==> src/rtl/cpu_bus_pkg.sv <==
// Shared types and constants for the SRAM-like fetch/data bus arbiter:
// FSM state encoding, requester identities and access-size codes.
package cpu_bus_pkg;

  typedef enum logic [1:0] {
    ST_IDLE = 2'd0,
    ST_ADDR = 2'd1,
    ST_DATA = 2'd2
  } state_t;

  // Owner id doubles as the bit index into the {data, inst} request vector.
  localparam logic OWN_INST = 1'b0;
  localparam logic OWN_DATA = 1'b1;

  localparam logic [1:0] SZ_BYTE = 2'd0;
  localparam logic [1:0] SZ_HALF = 2'd1;
  localparam logic [1:0] SZ_WORD = 2'd2;

endpackage

==> src/rtl/sram_like_arbiter_if.sv <==
// Bundle of the fetch port, data port and downstream bus of the arbiter.
// The slave modport is the arbiter's view; the master modport is the environment's.
interface sram_like_arbiter_if #(
  parameter int AW = 32,
  parameter int DW = 32
);

  // Handshake: a request is taken at the rising edge where req && addr_ok;
  // data_ok is a single-cycle completion pulse and rdata is valid only then.
  logic          i_req;
  logic [AW-1:0] i_addr;
  logic          i_addr_ok;
  logic          i_data_ok;
  logic [DW-1:0] i_rdata;

  logic          d_req;
  logic          d_wr;
  logic [1:0]    d_size;
  logic [AW-1:0] d_addr;
  logic [DW-1:0] d_wdata;
  logic          d_addr_ok;
  logic          d_data_ok;
  logic [DW-1:0] d_rdata;

  logic          bus_req;
  logic          bus_wr;
  logic [1:0]    bus_size;
  logic [AW-1:0] bus_addr;
  logic [DW-1:0] bus_wdata;
  logic          bus_addr_ok;
  logic          bus_data_ok;
  logic [DW-1:0] bus_rdata;

  modport slave (
    input  i_req, i_addr,
    output i_addr_ok, i_data_ok, i_rdata,
    input  d_req, d_wr, d_size, d_addr, d_wdata,
    output d_addr_ok, d_data_ok, d_rdata,
    output bus_req, bus_wr, bus_size, bus_addr, bus_wdata,
    input  bus_addr_ok, bus_data_ok, bus_rdata
  );

  modport master (
    output i_req, i_addr,
    input  i_addr_ok, i_data_ok, i_rdata,
    output d_req, d_wr, d_size, d_addr, d_wdata,
    input  d_addr_ok, d_data_ok, d_rdata,
    input  bus_req, bus_wr, bus_size, bus_addr, bus_wdata,
    output bus_addr_ok, bus_data_ok, bus_rdata
  );

endinterface

==> src/rtl/sram_like_arbiter_arb2_rr.sv <==
// Two-way round-robin picker: a lone requester wins, a tie goes to the
// requester that did not win last time. Purely combinational.
module arb2_rr
  import cpu_bus_pkg::*;
(
  input  logic [1:0] req,
  input  logic       last,
  output logic [1:0] grant
);

  always_comb begin
    grant = req;
    if (req == 2'b11) begin
      grant = (last == OWN_INST) ? 2'b10 : 2'b01;
    end
  end

endmodule

==> src/rtl/sram_like_arbiter.sv <==
// Arbitrates an instruction-fetch port and a data port onto one SRAM-like
// downstream bus, with exactly one transaction outstanding at a time.
module sram_like_arbiter
  import cpu_bus_pkg::*;
#(
  parameter int AW = 32,
  parameter int DW = 32
) (
  input  logic                clk,
  input  logic                resetn,
  sram_like_arbiter_if.slave  arb_if,
  output state_t              dbg_state
);

  state_t        state_q, state_d;
  logic          owner_q, owner_d;
  logic          last_owner_q, last_owner_d;
  logic [AW-1:0] addr_q, addr_d;
  logic          wr_q, wr_d;
  logic [1:0]    size_q, size_d;
  logic [DW-1:0] wdata_q, wdata_d;

  logic [1:0]    req_vec;
  logic [1:0]    grant;
  logic          done;

  // Arbitration only happens from IDLE; elsewhere nobody can win.
  assign req_vec = (state_q == ST_IDLE) ? {arb_if.d_req, arb_if.i_req} : 2'b00;

  arb2_rr u_arb (
    .req   (req_vec),
    .last  (last_owner_q),
    .grant (grant)
  );

  always_ff @(posedge clk or negedge resetn) begin
    if (!resetn) begin
      state_q <= ST_IDLE;
    end else begin
      state_q <= state_d;
    end
  end

  always_comb begin
    state_d = state_q;
    case (state_q)
      ST_IDLE: if (grant != 2'b00) state_d = ST_ADDR;
      ST_ADDR: if (arb_if.bus_addr_ok) state_d = arb_if.bus_data_ok ? ST_IDLE : ST_DATA;
      ST_DATA: if (arb_if.bus_data_ok) state_d = ST_IDLE;
      default: state_d = ST_IDLE;
    endcase
  end

  always_ff @(posedge clk or negedge resetn) begin
    if (!resetn) begin
      owner_q      <= OWN_INST;
      last_owner_q <= OWN_INST;
      addr_q       <= '0;
      wr_q         <= 1'b0;
      size_q       <= 2'b00;
      wdata_q      <= '0;
    end else begin
      owner_q      <= owner_d;
      last_owner_q <= last_owner_d;
      addr_q       <= addr_d;
      wr_q         <= wr_d;
      size_q       <= size_d;
      wdata_q      <= wdata_d;
    end
  end

  // Fetches are always word reads; the bus fields stay frozen between grants.
  always_comb begin
    owner_d      = owner_q;
    last_owner_d = last_owner_q;
    addr_d       = addr_q;
    wr_d         = wr_q;
    size_d       = size_q;
    wdata_d      = wdata_q;
    if (grant[1]) begin
      owner_d      = OWN_DATA;
      last_owner_d = OWN_DATA;
      addr_d       = arb_if.d_addr;
      wr_d         = arb_if.d_wr;
      size_d       = arb_if.d_size;
      wdata_d      = arb_if.d_wdata;
    end else if (grant[0]) begin
      owner_d      = OWN_INST;
      last_owner_d = OWN_INST;
      addr_d       = arb_if.i_addr;
      wr_d         = 1'b0;
      size_d       = SZ_WORD;
      wdata_d      = '0;
    end
  end

  // Completion counts in DATA, or in ADDR when address and data are accepted together.
  assign done = ((state_q == ST_ADDR) && arb_if.bus_addr_ok && arb_if.bus_data_ok) ||
                ((state_q == ST_DATA) && arb_if.bus_data_ok);

  always_comb begin
    arb_if.i_addr_ok = resetn & grant[0];
    arb_if.d_addr_ok = resetn & grant[1];
    arb_if.i_data_ok = done & (owner_q == OWN_INST);
    arb_if.d_data_ok = done & (owner_q == OWN_DATA);
    arb_if.i_rdata   = arb_if.i_data_ok ? arb_if.bus_rdata : '0;
    arb_if.d_rdata   = arb_if.d_data_ok ? arb_if.bus_rdata : '0;
    arb_if.bus_req   = (state_q == ST_ADDR);
    arb_if.bus_wr    = wr_q;
    arb_if.bus_size  = size_q;
    arb_if.bus_addr  = addr_q;
    arb_if.bus_wdata = wdata_q;
    dbg_state        = state_q;
  end

endmodule

==> src/flat_wrapper.sv <==
// flat-port wrapper written by rule: the top's interface ports become plain ports
module sram_like_arbiter_flat import cpu_bus_pkg::*;
#(
  parameter int AW = 32,
  parameter int DW = 32
)
  (clk, resetn, dbg_state, arb_if_i_req, arb_if_i_addr, arb_if_i_addr_ok, arb_if_i_data_ok, arb_if_i_rdata, arb_if_d_req, arb_if_d_wr, arb_if_d_size, arb_if_d_addr, arb_if_d_wdata, arb_if_d_addr_ok, arb_if_d_data_ok, arb_if_d_rdata, arb_if_bus_req, arb_if_bus_wr, arb_if_bus_size, arb_if_bus_addr, arb_if_bus_wdata, arb_if_bus_addr_ok, arb_if_bus_data_ok, arb_if_bus_rdata);
  sram_like_arbiter_if #(.AW(AW), .DW(DW)) arb_if_i ();
  input  logic clk;
  input  logic resetn;
  output state_t dbg_state;
  input wire logic [$bits(arb_if_i.i_req)-1:0] arb_if_i_req;
  input wire logic [$bits(arb_if_i.i_addr)-1:0] arb_if_i_addr;
  output wire logic [$bits(arb_if_i.i_addr_ok)-1:0] arb_if_i_addr_ok;
  output wire logic [$bits(arb_if_i.i_data_ok)-1:0] arb_if_i_data_ok;
  output wire logic [$bits(arb_if_i.i_rdata)-1:0] arb_if_i_rdata;
  input wire logic [$bits(arb_if_i.d_req)-1:0] arb_if_d_req;
  input wire logic [$bits(arb_if_i.d_wr)-1:0] arb_if_d_wr;
  input wire logic [$bits(arb_if_i.d_size)-1:0] arb_if_d_size;
  input wire logic [$bits(arb_if_i.d_addr)-1:0] arb_if_d_addr;
  input wire logic [$bits(arb_if_i.d_wdata)-1:0] arb_if_d_wdata;
  output wire logic [$bits(arb_if_i.d_addr_ok)-1:0] arb_if_d_addr_ok;
  output wire logic [$bits(arb_if_i.d_data_ok)-1:0] arb_if_d_data_ok;
  output wire logic [$bits(arb_if_i.d_rdata)-1:0] arb_if_d_rdata;
  output wire logic [$bits(arb_if_i.bus_req)-1:0] arb_if_bus_req;
  output wire logic [$bits(arb_if_i.bus_wr)-1:0] arb_if_bus_wr;
  output wire logic [$bits(arb_if_i.bus_size)-1:0] arb_if_bus_size;
  output wire logic [$bits(arb_if_i.bus_addr)-1:0] arb_if_bus_addr;
  output wire logic [$bits(arb_if_i.bus_wdata)-1:0] arb_if_bus_wdata;
  input wire logic [$bits(arb_if_i.bus_addr_ok)-1:0] arb_if_bus_addr_ok;
  input wire logic [$bits(arb_if_i.bus_data_ok)-1:0] arb_if_bus_data_ok;
  input wire logic [$bits(arb_if_i.bus_rdata)-1:0] arb_if_bus_rdata;
  assign arb_if_i.i_req = arb_if_i_req;
  assign arb_if_i.i_addr = arb_if_i_addr;
  assign arb_if_i_addr_ok = arb_if_i.i_addr_ok;
  assign arb_if_i_data_ok = arb_if_i.i_data_ok;
  assign arb_if_i_rdata = arb_if_i.i_rdata;
  assign arb_if_i.d_req = arb_if_d_req;
  assign arb_if_i.d_wr = arb_if_d_wr;
  assign arb_if_i.d_size = arb_if_d_size;
  assign arb_if_i.d_addr = arb_if_d_addr;
  assign arb_if_i.d_wdata = arb_if_d_wdata;
  assign arb_if_d_addr_ok = arb_if_i.d_addr_ok;
  assign arb_if_d_data_ok = arb_if_i.d_data_ok;
  assign arb_if_d_rdata = arb_if_i.d_rdata;
  assign arb_if_bus_req = arb_if_i.bus_req;
  assign arb_if_bus_wr = arb_if_i.bus_wr;
  assign arb_if_bus_size = arb_if_i.bus_size;
  assign arb_if_bus_addr = arb_if_i.bus_addr;
  assign arb_if_bus_wdata = arb_if_i.bus_wdata;
  assign arb_if_i.bus_addr_ok = arb_if_bus_addr_ok;
  assign arb_if_i.bus_data_ok = arb_if_bus_data_ok;
  assign arb_if_i.bus_rdata = arb_if_bus_rdata;
  sram_like_arbiter #(.AW(AW), .DW(DW)) u_core (.clk(clk), .resetn(resetn), .arb_if(arb_if_i), .dbg_state(dbg_state));
endmodule
==> config.mk <==
export PLATFORM = sky130hd
export DESIGN_NAME = sram_like_arbiter_flat
export DESIGN_NICKNAME = d
export VERILOG_FILES = /design/src/rtl/cpu_bus_pkg.sv /design/src/rtl/sram_like_arbiter_if.sv /design/src/rtl/sram_like_arbiter_arb2_rr.sv /design/src/rtl/sram_like_arbiter.sv /design/src/flat_wrapper.sv
export SDC_FILE = /design/constraint.sdc
export NUM_CORES = 1
export LEC_CHECK = 0
export ABC_CLOCK_PERIOD_IN_PS = 2029
export CAP_MARGIN = 10
export CORE_ASPECT_RATIO = 1.5
export CORE_UTILIZATION = 31
export DETAILED_ROUTE_END_ITERATION = 12
export PLACE_DENSITY = 0.89
export SLEW_MARGIN = 30
export SYNTH_ARGS = -nofsm -noshare
export SYNTH_HDL_FRONTEND = slang
export SYNTH_HIERARCHICAL = 1
export SYNTH_SLANG_ARGS = --single-unit
export TNS_END_PERCENT = 100
==> constraint.sdc <==
create_clock -name clk -period 2.03 [get_ports clk]
set_input_delay 0.3045 -clock clk [delete_from_list [all_inputs] [get_ports clk]]
set_output_delay 0.3045 -clock clk [all_outputs]
set_load 0.02 [all_outputs]
# Word-level counts from Yosys, hierarchy flattened
# Index checks and enable logic that the tools add are counted.
[word_totals] regBits=70 output_inout_bits=138 word_cells=43
[op_classes] n_eq_ne=6 muxes=19 bitwise=5 n_reduce_logical=7
[ops] cell="32-bit 2-to-1 mux" n=6
[ops] cell="2-bit 2-to-1 mux" n=9
[ops] cell="2-bit case mux with 3 select lines" n=1
[ops] cell="1-bit AND" n=4
[ops] cell="2-bit == test, second input constant" n=2
[ops] cell="2-bit inequality test, second input constant" n=2
[ops] cell="1-bit logical AND" n=3
[ops] cell="1-bit 2-to-1 mux" n=3
[ops] cell="3-bit AND reduction" n=1
[ops] cell="2-bit by 1-bit == test with 1-bit output, second input constant" n=1
[ops] cell="2-bit logical NOT" n=1
[ops] cell="2-bit by 1-bit inequality test with 1-bit output, second input constant" n=1
[ops] cell="2-bit nonzero test" n=1
[ops] cell="1-bit logical OR" n=1
[ops] cell="1-bit inverter" n=1

# Logic depth before layout (Yosys ltp)
[logic_depth] ltp_word=7 mapped_depth=6 ltp_nobuf=4

# By module
# Netlist, hierarchy kept.
[by_module_without_submodules] mod="sram_like_arbiter" n_inst=1 cells_each=355 area_per_inst_um2=3733.6
[by_module_without_submodules] mod="arb2_rr" n_inst=1 cells_each=3 area_per_inst_um2=18.8

# Least setup slack after synthesis
# No wires, ideal clock.
[synth_path] path_type="reg-to-output" from="register u_core.state_q[1] (netlist: u_core/dbg_state[1])" to="output port arb_if_d_addr_ok" arrival_time_ps=1940 required_ps=1725 setup_slack_ps=-215 path_stages_with_launch=6 n_path_buf=2 path_cell_list="dfrtp_1 nor3b_1 a21boi_0 buf_2 clkbuf_1 and2_1"
[synth_between] elab_chain_len=5
[synth_lines] element="from (decl)" line="sram_like_arbiter.sv:15" text="state_t state_q, state_d;"
[synth_lines] element="from (signal assigned)" line="sram_like_arbiter.sv:40" text="state_q <= state_d;"
[synth_lines] element="2-bit logical NOT *" line="sram_like_arbiter.sv:28" text="assign req_vec = (state_q == ST_IDLE) ? {arb_if.d_req, arb_if.i_req} : 2'b00;"
[synth_lines] element="2-bit 2-to-1 mux *" line="sram_like_arbiter.sv:28"
[synth_lines] element="via u_core.req_vec[1]" line="sram_like_arbiter.sv:23" text="logic [1:0] req_vec;"
[synth_lines] element="2-bit == test" line="sram_like_arbiter_arb2_rr.sv:13" text="if (req == 2'b11) begin"
[synth_lines] element="2-bit 2-to-1 mux *" line="sram_like_arbiter_arb2_rr.sv:13"
[synth_lines] element="via u_core.grant[1]" line="sram_like_arbiter.sv:24" text="logic [1:0] grant;"
[synth_lines] element="1-bit AND *" line="sram_like_arbiter.sv:103" text="arb_if.d_addr_ok = resetn & grant[1];"
[synth_lines] element="to (decl)" line="flat_wrapper.sv:22" text="output wire logic [$bits(arb_if_i.d_addr_ok)-1:0] arb_if_d_addr_ok;"
# Mark *: on every way through the listed nets, which the timed path passes. The rest lies on a longest branch.

# Worst setup path after layout
[layout_path] from="register u_core.state_q[0] (netlist: u_core/dbg_state[0])" to="output port arb_if_i_rdata[23]"
[layout_between] elab_chain_len=6 word_cells_on_any_way=8
[layout_lines] element="2-bit by 1-bit == test with 1-bit output" line="sram_like_arbiter.sv:98" text="assign done = ((state_q == ST_ADDR) && arb_if.bus_addr_ok && arb_if.bus_data_ok) ||"
[layout_lines] element="1-bit logical AND (2 in series)" line="sram_like_arbiter.sv:98"
[layout_lines] element="1-bit logical OR *" line="sram_like_arbiter.sv:98"
[layout_lines] element="1-bit AND *" line="sram_like_arbiter.sv:104" text="arb_if.i_data_ok = done & (owner_q == OWN_INST);"
[layout_lines] element="32-bit 2-to-1 mux *" line="sram_like_arbiter.sv:106" text="arb_if.i_rdata = arb_if.i_data_ok ? arb_if.bus_rdata : '0;"
[layout_lines] element="to (decl)" line="flat_wrapper.sv:16" text="output wire logic [$bits(arb_if_i.i_rdata)-1:0] arb_if_i_rdata;"
# Mark *: on every way between the ends. The rest lies on a longest branch, timed or not.

==> flow_metrics.env <==
export IMPL_yosysTopAreaCell="dfrtp_1"
export IMPL_final_cell_area_sq_um=7425
export IMPL_synth_warnings=6
export IMPL_layout_common_cells="clkdlybuf4s50_1, dfrtp_1, buf_4, a211oi_2"
export IMPL_cts_root_buf="clkbuf_16"
export IMPL_place_area_sq_um=6824
export IMPL_post_place_ws_ns=-0.4749
export IMPL_ys_seq_area_frac=0.4668
export IMPL_rsz0062_at_grt="yes"
export IMPL_relSlewSlack=0.4228
export IMPL_fin_worst_skew_ns=0.009291
export IMPL_syn_to_final_growth_pct=97.87
export IMPL_grt_pass1_wl_mm=23.12
export IMPL_power_density_nw_per_um2=1344
export IMPL_initial_core_util=0.3221
export IMPL_syn_nets=495
export IMPL_final_cells=802
export IMPL_whs_ns=0.3453
export IMPL_synth_area_sq_um=3752
export IMPL_violations="negative setup slack"
export IMPL_clkTransAtPathRegs_ns=0.06
export IMPL_core_area_sq_um=11650
export IMPL_syn_area_per_cell_sq_um=10.48
export IMPL_clockBufferDepth=2
export IMPL_placed_cells=774
export IMPL_drv_cap=0
export IMPL_ios=275
export IMPL_yosysUniqueCellTypes=26
export IMPL_track_usage=0.2431
export IMPL_antenna_found_initial=1
export IMPL_worstSkewPairLatency_ns=0.33
export IMPL_drt_total_wl_mm=15.91
export IMPL_setup_slack_ns=-0.06438
export IMPL_overflow=0
export IMPL_dieHeight_um=136.7
export IMPL_gp_congestion=0.8398
export IMPL_tritoncts="yes"
export IMPL_cp_arrival_ns=1.79
export IMPL_cts_made_buffers=9
export IMPL_hold_class="primary input to async pin"
export IMPL_ff2ff_path_depth=6
export IMPL_drc=0
export IMPL_leakagePower_nw=3.168
export IMPL_antenna_left=0
export IMPL_finalHoldViolations=0
export IMPL_critPathKind="register to primary output"
export IMPL_worstSetupStartpointType="register"
export IMPL_hpwl_mm=11.17
export IMPL_drt_iter0_markers=180
export IMPL_min_period_ns=2.094
export IMPL_rows=48
export IMPL_first_pass_iters=5
export IMPL_avgRoutedWirePerCell_um=19.84
export IMPL_fp_dieW_um=91.83
export IMPL_finalSetupViolations=11
export IMPL_grt_max_degree=74
export IMPL_viasPerCell=5.101
export IMPL_cts_sinks=70
export IMPL_port_buffer_count=274
export IMPL_crit_path_end_kind="primary output"
export IMPL_worstMarginPinSlew_ns=0.8659
export IMPL_synth_cells=358
export IMPL_period_share=1.032
export IMPL_grt_pass1_vias=4343
export IMPL_vdd_drop_max_mv=0.8610
export IMPL_synthTopCellsByArea="dfrtp_1, a211oi_2, mux2i_1"
export IMPL_drv_slew=0
export IMPL_htree_num_levels=3
export IMPL_status="finished with violations"
export IMPL_final_nets=783
export IMPL_cp_required_ns=1.73
export IMPL_die_area_sq_um=12560
export IMPL_layout_commonest_cell="clkdlybuf4s50_1"
export IMPL_crit_fanout=8
export IMPL_num_vias=4091
export IMPL_ys_seq_elements=70
export IMPL_drive_above_1_share=0.2903
export IMPL_synth_top_cell_area_share=0.4668
export IMPL_fmax_ghz=0.4775
==> timing repair <==
action	4_1_cts	5_1_grt
cloned	3	2
setup buffers	4	1
pin swaps	7	11
hold buffers	1	0
resized for setup	263	81
hold endpoints to repair	1	0
endpoints found under the setup margin	100	117
==> synthesized netlist by cell type <==
cell type and instances:
nor2_2 1, o21ai_0 33, mux2i_1 32, a21boi_1 1, and2_1 2, nand2b_1 1, a21o_1 1, a21oi_1 3
nor3_1 1, nor2b_1 1, a211oi_1 38, nand2b_4 1, buf_1 3, nor3b_1 2, buf_2 11, nor2_1 1
clkbuf_1 15, a22o_1 34, nand2_1 34, buf_6 4, nand3b_4 1, inv_1 34, a21boi_0 1, a211oi_2 27
buf_4 6, dfrtp_1 70
==> flip-flops by register name (all words and copies together), names as in the netlist <==
name and flops:
u_core/arb_if.bus_addr 32, u_core/arb_if.bus_wdata 32, u_core/arb_if.bus_size 2, u_core/dbg_state 2, u_core/arb_if.bus_wr 1, u_core/last_owner_q 1
==> cell type report <==
type	count	area [sq um]
antenna	1	2.502
clock buffer	10	229.0
clock inverter	6	70.07
fill	889	4227
inverter	34	127.6
multi-input combinational	215	1896
sequential	70	1753
tap	150	187.7
timing repair buffer	316	3159
==> where the power goes <==
part	switching (W)	internal [W]	total, W
sequential	0.000421	0.00208	0.00250
combinational	0.00303	0.00286	0.00589
clock	0.000622	0.000958	0.00158
==> worst max-delay path, cell delays in order (launching register included) <==
cell	delay [ns]
dfrtp_2	0.42
buf_12	0.12
nand3b_4	0.11
bufbuf_16	0.30
a211oi_4	0.26
buf_6	0.15
buf_12	0.10
==> metal layers <==
layer  global-route usage  vias up  share of wire
met4              0.09462        0          0.032
met5                    0        -              0
met1               0.2589     1949           0.36
li1                     -     1868              -
met3              0.09556       34           0.11
met2               0.4311      240           0.50
==> path summary, 6_finish.rpt <==
| kind | from | endpoint | slack (ns) |
|---|---|---|---|
| max | u_core/dbg_state[0] | arb_if_i_rdata[23] | -0.06 |
| max reg2reg | u_core/dbg_state[0] | u_core/arb_if.bus_addr[16] | 0.09 |
| min in group clk | arb_if_bus_data_ok | u_core/dbg_state[1] | 0.38 |
| min reg2reg | u_core/arb_if.bus_wdata[27] | u_core/arb_if.bus_wdata[27] | 0.49 |
| min | resetn | u_core/last_owner_q | 0.35 |
| max in group asynchronous | resetn | u_core/dbg_state[0] | 0.60 |
==> metrics by stage <==
stage	total power [W]	setup TNS, ns	utilization
final	0.009978	-0.2296	0.6372
after global placement	0.007724	-35.36	0.5857
after floorplan	0.005187	0	-
after global routing	0.01047	-2.083	0.6372
after detailed placement	0.007883	-37.80	0.5857
after CTS	0.009790	-0.2776	0.6230
==> logic make-up after synthesis <==
group,count (synthesis),share of synthesized area
buffers and inverters,73,0.09069
AO/OA/AOI/OAI,138,0.2994
AND/OR/NAND/NOR,45,0.05768
multiplexers,32,0.08536
flip-flops,70,0.4668
(Power assumes the default switching activity.)
